### src/rtl/ex_div_unit.sv
// Iterative 32-bit signed/unsigned restoring divider for the EX stage.
// While a division is in flight it raises the EX stall request. Results are registered on entry to DONE.
module ex_div_unit (
    input  logic        clk,
    input  logic        resetn,
    input  logic        div_start,
    input  logic        div_signed,
    input  logic [31:0] dividend,
    input  logic [31:0] divisor,
    input  logic        annul,
    output logic        stallreq_div,
    output logic        result_valid,
    output logic [31:0] quotient,
    output logic [31:0] remainder
);

    typedef enum logic [1:0] {StIdle, StDivZero, StOn, StDone} state_e;

    state_e      state_q, state_d;
    logic [5:0]  cnt_q, cnt_d;
    logic [64:0] work_q, work_d;
    logic [31:0] dsor_q, dsor_d;
    logic        q_neg_q, q_neg_d;
    logic        r_neg_q, r_neg_d;
    logic [31:0] quot_q, quot_d;
    logic [31:0] rem_q, rem_d;
    logic        valid_q, valid_d;

    logic [31:0] a_abs, b_abs;
    logic [64:0] shifted, iter;

    always_comb begin
        a_abs   = (div_signed && dividend[31]) ? (~dividend + 32'd1) : dividend;
        b_abs   = (div_signed && divisor[31]) ? (~divisor + 32'd1) : divisor;
        shifted = work_q << 1;
        iter    = shifted;
        if (shifted[64:32] >= {1'b0, dsor_q}) begin
            iter[64:32] = shifted[64:32] - {1'b0, dsor_q};
            iter[0]     = 1'b1;
        end
    end

    always_comb begin
        state_d = state_q;
        cnt_d   = cnt_q;
        work_d  = work_q;
        dsor_d  = dsor_q;
        q_neg_d = q_neg_q;
        r_neg_d = r_neg_q;
        quot_d  = quot_q;
        rem_d   = rem_q;
        valid_d = 1'b0;

        unique case (state_q)
            StIdle: begin
                if (div_start) begin
                    cnt_d   = 6'd0;
                    dsor_d  = b_abs;
                    q_neg_d = div_signed & (dividend[31] ^ divisor[31]);
                    r_neg_d = div_signed & dividend[31];
                    if (divisor == 32'd0) begin
                        // Keep the raw dividend: it is returned as-is for divide-by-zero.
                        state_d = StDivZero;
                        work_d  = {33'd0, dividend};
                    end else begin
                        state_d = StOn;
                        work_d  = {33'd0, a_abs};
                    end
                end
            end
            StDivZero: begin
                state_d = StDone;
                valid_d = 1'b1;
                quot_d  = 32'hFFFF_FFFF;
                rem_d   = work_q[31:0];
            end
            StOn: begin
                work_d = iter;
                cnt_d  = cnt_q + 6'd1;
                if (cnt_q == 6'd31) begin
                    state_d = StDone;
                    valid_d = 1'b1;
                    quot_d  = q_neg_q ? (~iter[31:0] + 32'd1) : iter[31:0];
                    rem_d   = r_neg_q ? (~iter[63:32] + 32'd1) : iter[63:32];
                end
            end
            StDone: begin
                state_d = StIdle;
            end
            default: begin
                state_d = StIdle;
            end
        endcase

        if (annul) begin
            state_d = StIdle;
            valid_d = 1'b0;
            quot_d  = quot_q;
            rem_d   = rem_q;
        end
    end

    always_ff @(posedge clk or negedge resetn) begin
        if (!resetn) begin
            state_q <= StIdle;
            cnt_q   <= 6'd0;
            work_q  <= 65'd0;
            dsor_q  <= 32'd0;
            q_neg_q <= 1'b0;
            r_neg_q <= 1'b0;
            quot_q  <= 32'd0;
            rem_q   <= 32'd0;
            valid_q <= 1'b0;
        end else begin
            state_q <= state_d;
            cnt_q   <= cnt_d;
            work_q  <= work_d;
            dsor_q  <= dsor_d;
            q_neg_q <= q_neg_d;
            r_neg_q <= r_neg_d;
            quot_q  <= quot_d;
            rem_q   <= rem_d;
            valid_q <= valid_d;
        end
    end

    assign stallreq_div = !annul && ((state_q == StIdle && div_start) ||
                                     state_q == StDivZero || state_q == StOn);
    assign result_valid = valid_q;
    assign quotient     = quot_q;
    assign remainder    = rem_q;

endmodule

### config.mk
export PLATFORM = sky130hd
export DESIGN_NAME = ex_div_unit
export DESIGN_NICKNAME = d
export VERILOG_FILES = /design/src/rtl/ex_div_unit.sv
export SDC_FILE = /design/constraint.sdc
export NUM_CORES = 1
export LEC_CHECK = 0
export ABC_AREA = 1
export BUFFER_PORTS_ARGS = -buffer_cell sky130_fd_sc_hd__buf_2
export CAP_MARGIN = 20
export CORE_MARGIN = 5
export CORE_UTILIZATION = 45
export CTS_BUF_LIST = sky130_fd_sc_hd__clkbuf_16
export CTS_CLUSTER_DIAMETER = 100
export DETAILED_ROUTE_END_ITERATION = 7
export PLACE_DENSITY_LB_ADDON = 0.15
export SLEW_MARGIN = 30
export SYNTH_ARGS = -nofsm -noshare
export SYNTH_HDL_FRONTEND = slang
export SYNTH_SLANG_ARGS = --single-unit
export TNS_END_PERCENT = 1
### constraint.sdc
create_clock -name clk -period 2.95 [get_ports clk]
set_input_delay 0.295 -clock clk [delete_from_list [all_inputs] [get_ports clk]]
set_output_delay 0.295 -clock clk [all_outputs]
set_load 0.01 [all_outputs]
---- After elaboration in Yosys (flattened, before gate mapping) ----
Cells that the tools add are included.
storage, ports and cells
  logic and storage cells ................. 70
  input bits .............................. 69
  output and inout bits ................... 66
  bits in writable memories ............... 0
  latch bits .............................. 0
  register bits after elaboration ......... 171
  memories ................................ 0
  bits in read-only memories .............. 0
operators by class
  multiplexer cells ....................... 23
  $lt $le $gt $ge ......................... 1
  div/mod/pow operators ................... 0
  multiply operators ...................... 0
  add/sub/neg operators ................... 6
  shift operators ......................... 0
  equal/unequal tests ..................... 8
  reduce and logical (&&, ||, !) cells .... 15
  bitwise operators ....................... 8
operator list
  kind                     number
  $mux W32                 8
  $add A32 B1 Y32 const B  4
  $not A32 Y32             4
  $pmux W32 S2             2
  $pmux W64 S2             1
  $mux W64                 1
  $ge A33 B32 Y1           1
  $logic_not A32 Y1        1
  $sub A32 B32 Y32         1
  $pmux W6 S2              1
  $mux W2                  4
  $pmux W2 S4              1
  $add A6 B1 Y6 const B    1
  $eq A6 B5 Y1 const B     1
  $mux W6                  1
  $ne A3 B3 Y1 const B     2
  $reduce_and A2 Y1        3
  $eq A2 B2 Y1 const B     2
  $logic_and A1 B1 Y1      4
  $ne A2 B2 Y1 const B     2
  $reduce_bool A2 Y1       2
  $mux W1                  3
  $reduce_and A3 Y1        1
  $and A1 B1 Y1            2
  7 further kinds          8

---- Longest topological paths before layout ----
  depth after elaboration ................. 7
  mapped depth ............................ 26
  gate-level depth less buffers ........... 26

---- Least setup slack after synthesis ----
No wires, ideal clock.
  path type ............................... register to register
  from .................................... register work_q[57]
  to ...................................... register quot_q[24] (netlist: quotient[24])
  path buffers ............................ 1
  path slack .............................. -0.106 ns
  period minus slack after synthesis ...... 3.056 ns
  stages on the path, launching flop included .. 22
  arrival ................................. 2.975 ns
  path through ............................ dfrtp_1 -> ha_1 -> nand2_1 -> nand2_1 -> nand3_1 -> nand2_1 -> a21oi_2 -> nand2_2 -> nor2_4 -> nand2_8 -> inv_1 -> buf_4 -> ha_1 -> nand3_1 -> nor3_1 -> nand2_1 -> inv_1 -> nand2_1 -> inv_1 -> a41oi_1 -> or2_2 -> a31oi_1
on the way
  cells in the longest elaborated chain, start to end .. 7
RTL lines
  item                    line  text
  start, declared         21    logic [64:0] work_q, work_d;
  start signal, assigned  117   work_q <= work_d;
  $ge A33 B32 Y1          37    if (shifted[64:32] >= {1'b0, dsor_q}) begin
  $mux W1                 37
  $not A32 Y32            83    quot_d = q_neg_q ? (~iter[31:0] + 32'd1) : iter[31:0];
  $add A32 B1 Y32         83
  $mux W32                83
  $mux W32                80    if (cnt_q == 6'd31) begin
  $pmux W32 S2            54    unique case (state_q)
  end signal, assigned    121   quot_q <= quot_d;
  end, declared           25    logic [31:0] quot_q, quot_d;
Every way passes these cells. The select of a mux whose other input is x is not followed.
A chain may end at the register's enable or synchronous reset.

---- Worst setup path after layout ----
  from .................................... register work_q[38]
  to ...................................... register rem_q[28] (netlist: remainder[28])
on the way
  cells in the longest elaborated chain, start to end .. 7
RTL lines
  item                                                       line    text
  $sub A32 B32 Y32 / $ge A33 B32 Y1 (equally long branches)  38, 37
  $mux W32 *                                                 37
  $not A32 Y32                                               84      rem_d = r_neg_q ? (~iter[63:32] + 32'd1) : iter[63:32];
  $add A32 B1 Y32                                            84
  $mux W32 *                                                 84
  $mux W32 *                                                 80
  $pmux W32 S2 *                                             54
  end signal, assigned                                       122     rem_q <= rem_d;
  end, declared                                              26      logic [31:0] rem_q, rem_d;
Mark *: on every way between the ends. The rest lies on a longest branch, timed or not. The select of a mux whose other input is x is not followed.

==> impl_metrics.toml <==
[floorplanning]
start_util = 0.452
io_pins = 135
die_h_um = 182
num_rows = 63
core_um2 = 29400
die_w_um = 182
dieArea_um2 = 33100

[drt]
num_vias = 14700
drt_wl_total_um = 48100
wl_per_cell_um = 17.2
viasPerCell = 5.27
drt_iter0_markers = 1263
drc_errors = 0
ant_nets = 0
first_pass_iters = 6

[synthesis]
synth_area_leaders = "dfrtp_1 (32%), nand2_1 (16%), inv_1 (8.1%)"
synth_xor_area_frac = 0.0461
synth_top_cell_area_share = 0.322
synth_mux_area_frac = 0
synth_fp_nets = 2139
synth_area_um2 = 13300
yosys.area_share.simple = 0.340
syn_inst = 2029
synthArstFlopShare = 1.00
yosysSeqAreaShare = 0.322
yosysUniqueCellTypes = 48
ys.flop_type = "dfrtp_1"
yosys.area_share.adder = 0.0391
ys_ff_latch = 171
synth_top_area_cell = "dfrtp_1"
synth-edff-count = 0
synth_compound_area_frac = 0.146
synth_top_family_by_area = "simple AND/OR/NAND/NOR gates"
avgSynthCellArea_um2 = 6.55
yosys_warnings = 0

[critical_path]
start_kind = "register"
crit_fanout = 8
cp.arrival_ns = 3.44
worst_ep_required_time_ns = 3.30
worstSetupEndpointType = "register"
criticalPathCategory = "register to register"

[cts]
clk_pin_slew_worst_paths_ns = 0.07
cts_made_buffers = 17
cts_tree = "built"
clock_latency_ns = 0.46
h-tree-depth = 4
cts_sinks = 171
cts-root-buf = "clkbuf_16"
clockBufferDepth = 2

[place]
dp_slack_ns = -0.457
port_buffers = 134
dp_hpwl_um = 36700
gp_congestion = 0.979

[grt]
grt_first_pass_wirelength_um = 76000
grt_pass1_vias = 14200
grt_overflow = 0
grt_usage = 0.287
antenna_found_initial = 1
grt_max_degree = 73

[layout]
nNetsFinal = 2502
final_cell_mix = "nand2_1 (505), buf_4 (266), inv_1 (260)"
n_antenna_cell = 0
area_growth_pct = 35.3
post_route_cells_drive_above_1_share = 0.295
mostFrequentLayoutCell = "nand2_1"

[timing]
tightest_slew_ns = 0.695
post-route-period-util = 1.05
final_max_slew_viol_count = 0
slew_headroom = 0.537
fmax_ghz = 0.323
grt_setup_unrepaired = "yes"
fin_crit_ns = 3.10
setup_viol = 22
layout_setup_ws_ns = -0.146
fin_skew_ns = 0.0144
hold_violations = 0

[job]
cap_viol_max_count = 0

[outcome]
status = "finished with violations"
violations = "setup timing"

[worst_hold_path]
hp-class = "input pin to register"
## what timing repair did
item,CTS,global route
setup endpoints to repair,36,49
hold endpoints to repair,48,0
buffers inserted,29,4
pin swaps,68,30
gates resized for setup,156,66
hold buffers,1,0
cloned,2,0
## worst max-delay path, stage by stage (launching register included)
cell	delay [ns]
dfrtp_1	0.42
ha_4	0.34
nand2_4	0.07
nor2_2	0.11
buf_4	0.14
nand3_1	0.07
nand3b_1	0.19
nand2_2	0.09
nor2_4	0.06
buf_6	0.15
buf_12	0.14
nand3_1	0.09
nand2_2	0.09
inv_2	0.09
nand3_4	0.10
nor2_4	0.24
nand3_2	0.15
nand2_2	0.11
nand2_1	0.06
nand2_1	0.06
nand3_1	0.07
nand2_1	0.08
nand2_1	0.05
## metal layers
| metal | part of all wire | vias up | track usage | routed length [um] |
|---|---|---|---|---|
| met2 | 0.45 | 486 | 0.451 | 21800 |
| met3 | 0.064 | 73 | 0.0527 | 3080 |
| met1 | 0.46 | 6896 | 0.406 | 22000 |
| li1 | - | 7262 | - | - |
| met4 | 0.027 | 0 | 0.0829 | 1290 |
| met5 | 0 | - | 0 | 0 |
## metrics by stage
step,TNS (ns),cells,util,cell area (um2),hold slack (ns)
final,-1.28,2795,0.612,18000,0.153
after global routing,-7.34,2795,0.612,18000,0.158
after CTS,-0.223,2792,0.604,17800,0.132
after detailed placement,-6.30,2728,0.558,16400,0.295
after global placement,-4.86,2728,0.558,16400,0.288
after floorplan,0,2029,-,13600,-0.000591
## Yosys cell counts, drive strengths merged (40+ instances only)
master and count:
o21ai 166, nand3 139, nor2 206, nand2 596
a21oi 115, nor3 41, inv 288, clkbuf 52
dfrtp 171, ha 40, xor2 49
## final timing paths
kind | start | slack, ns | end | depth (start not counted)
max | work_q[38]$_DFFE_PN0P_ | -0.15 | remainder[28]$_DFFE_PN0P_ | 22
min | divisor[0] | 0.15 | dsor_q[0]$_DFFE_PN0P_ | 3
max reg2reg | work_q[38]$_DFFE_PN0P_ | -0.15 | remainder[28]$_DFFE_PN0P_ | 22
min reg2reg | cnt_q[5]$_DFFE_PN0P_ | 0.46 | cnt_q[5]$_DFFE_PN0P_ | 1
max in group asynchronous | resetn | 1.79 | quotient[10]$_DFFE_PN0P_ | 3
min in group asynchronous | resetn | 0.38 | work_q[57]$_DFFE_PN0P_ | 2
## cell type report
cell class,count,area [um2]
fillers,2781,11400
clock buffers,17,425
clock inverters,15,163
inverters,289,1090
repair buffers,414,2920
well taps,390,488
flip-flops and latches,171,4290
multi-input cells,1499,8610
## kinds of logic (layout without fill, tap and decap cells)
kind of cell | after synthesis | after routing
AOI/OAI and AO/OA | 355 | 355
DFF | 171 | 171
buffers and inverters | 360 | 735
xor gates and xnor gates | 70 | 70
adders and majority gates | 41 | 41
and+or+nand+nor | 1032 | 1033
## sequential cells by signal, indices dropped and copies added, names as in the netlist
name	cells
cnt_q	6
dsor_q	32
q_neg_q	1
quotient	32
r_neg_q	1
remainder	32
result_valid	1
state_q	2
work_q	64
Power is not shown: default switching activity piles up to over one toggle a cycle in this logic, so the estimate is an artifact.
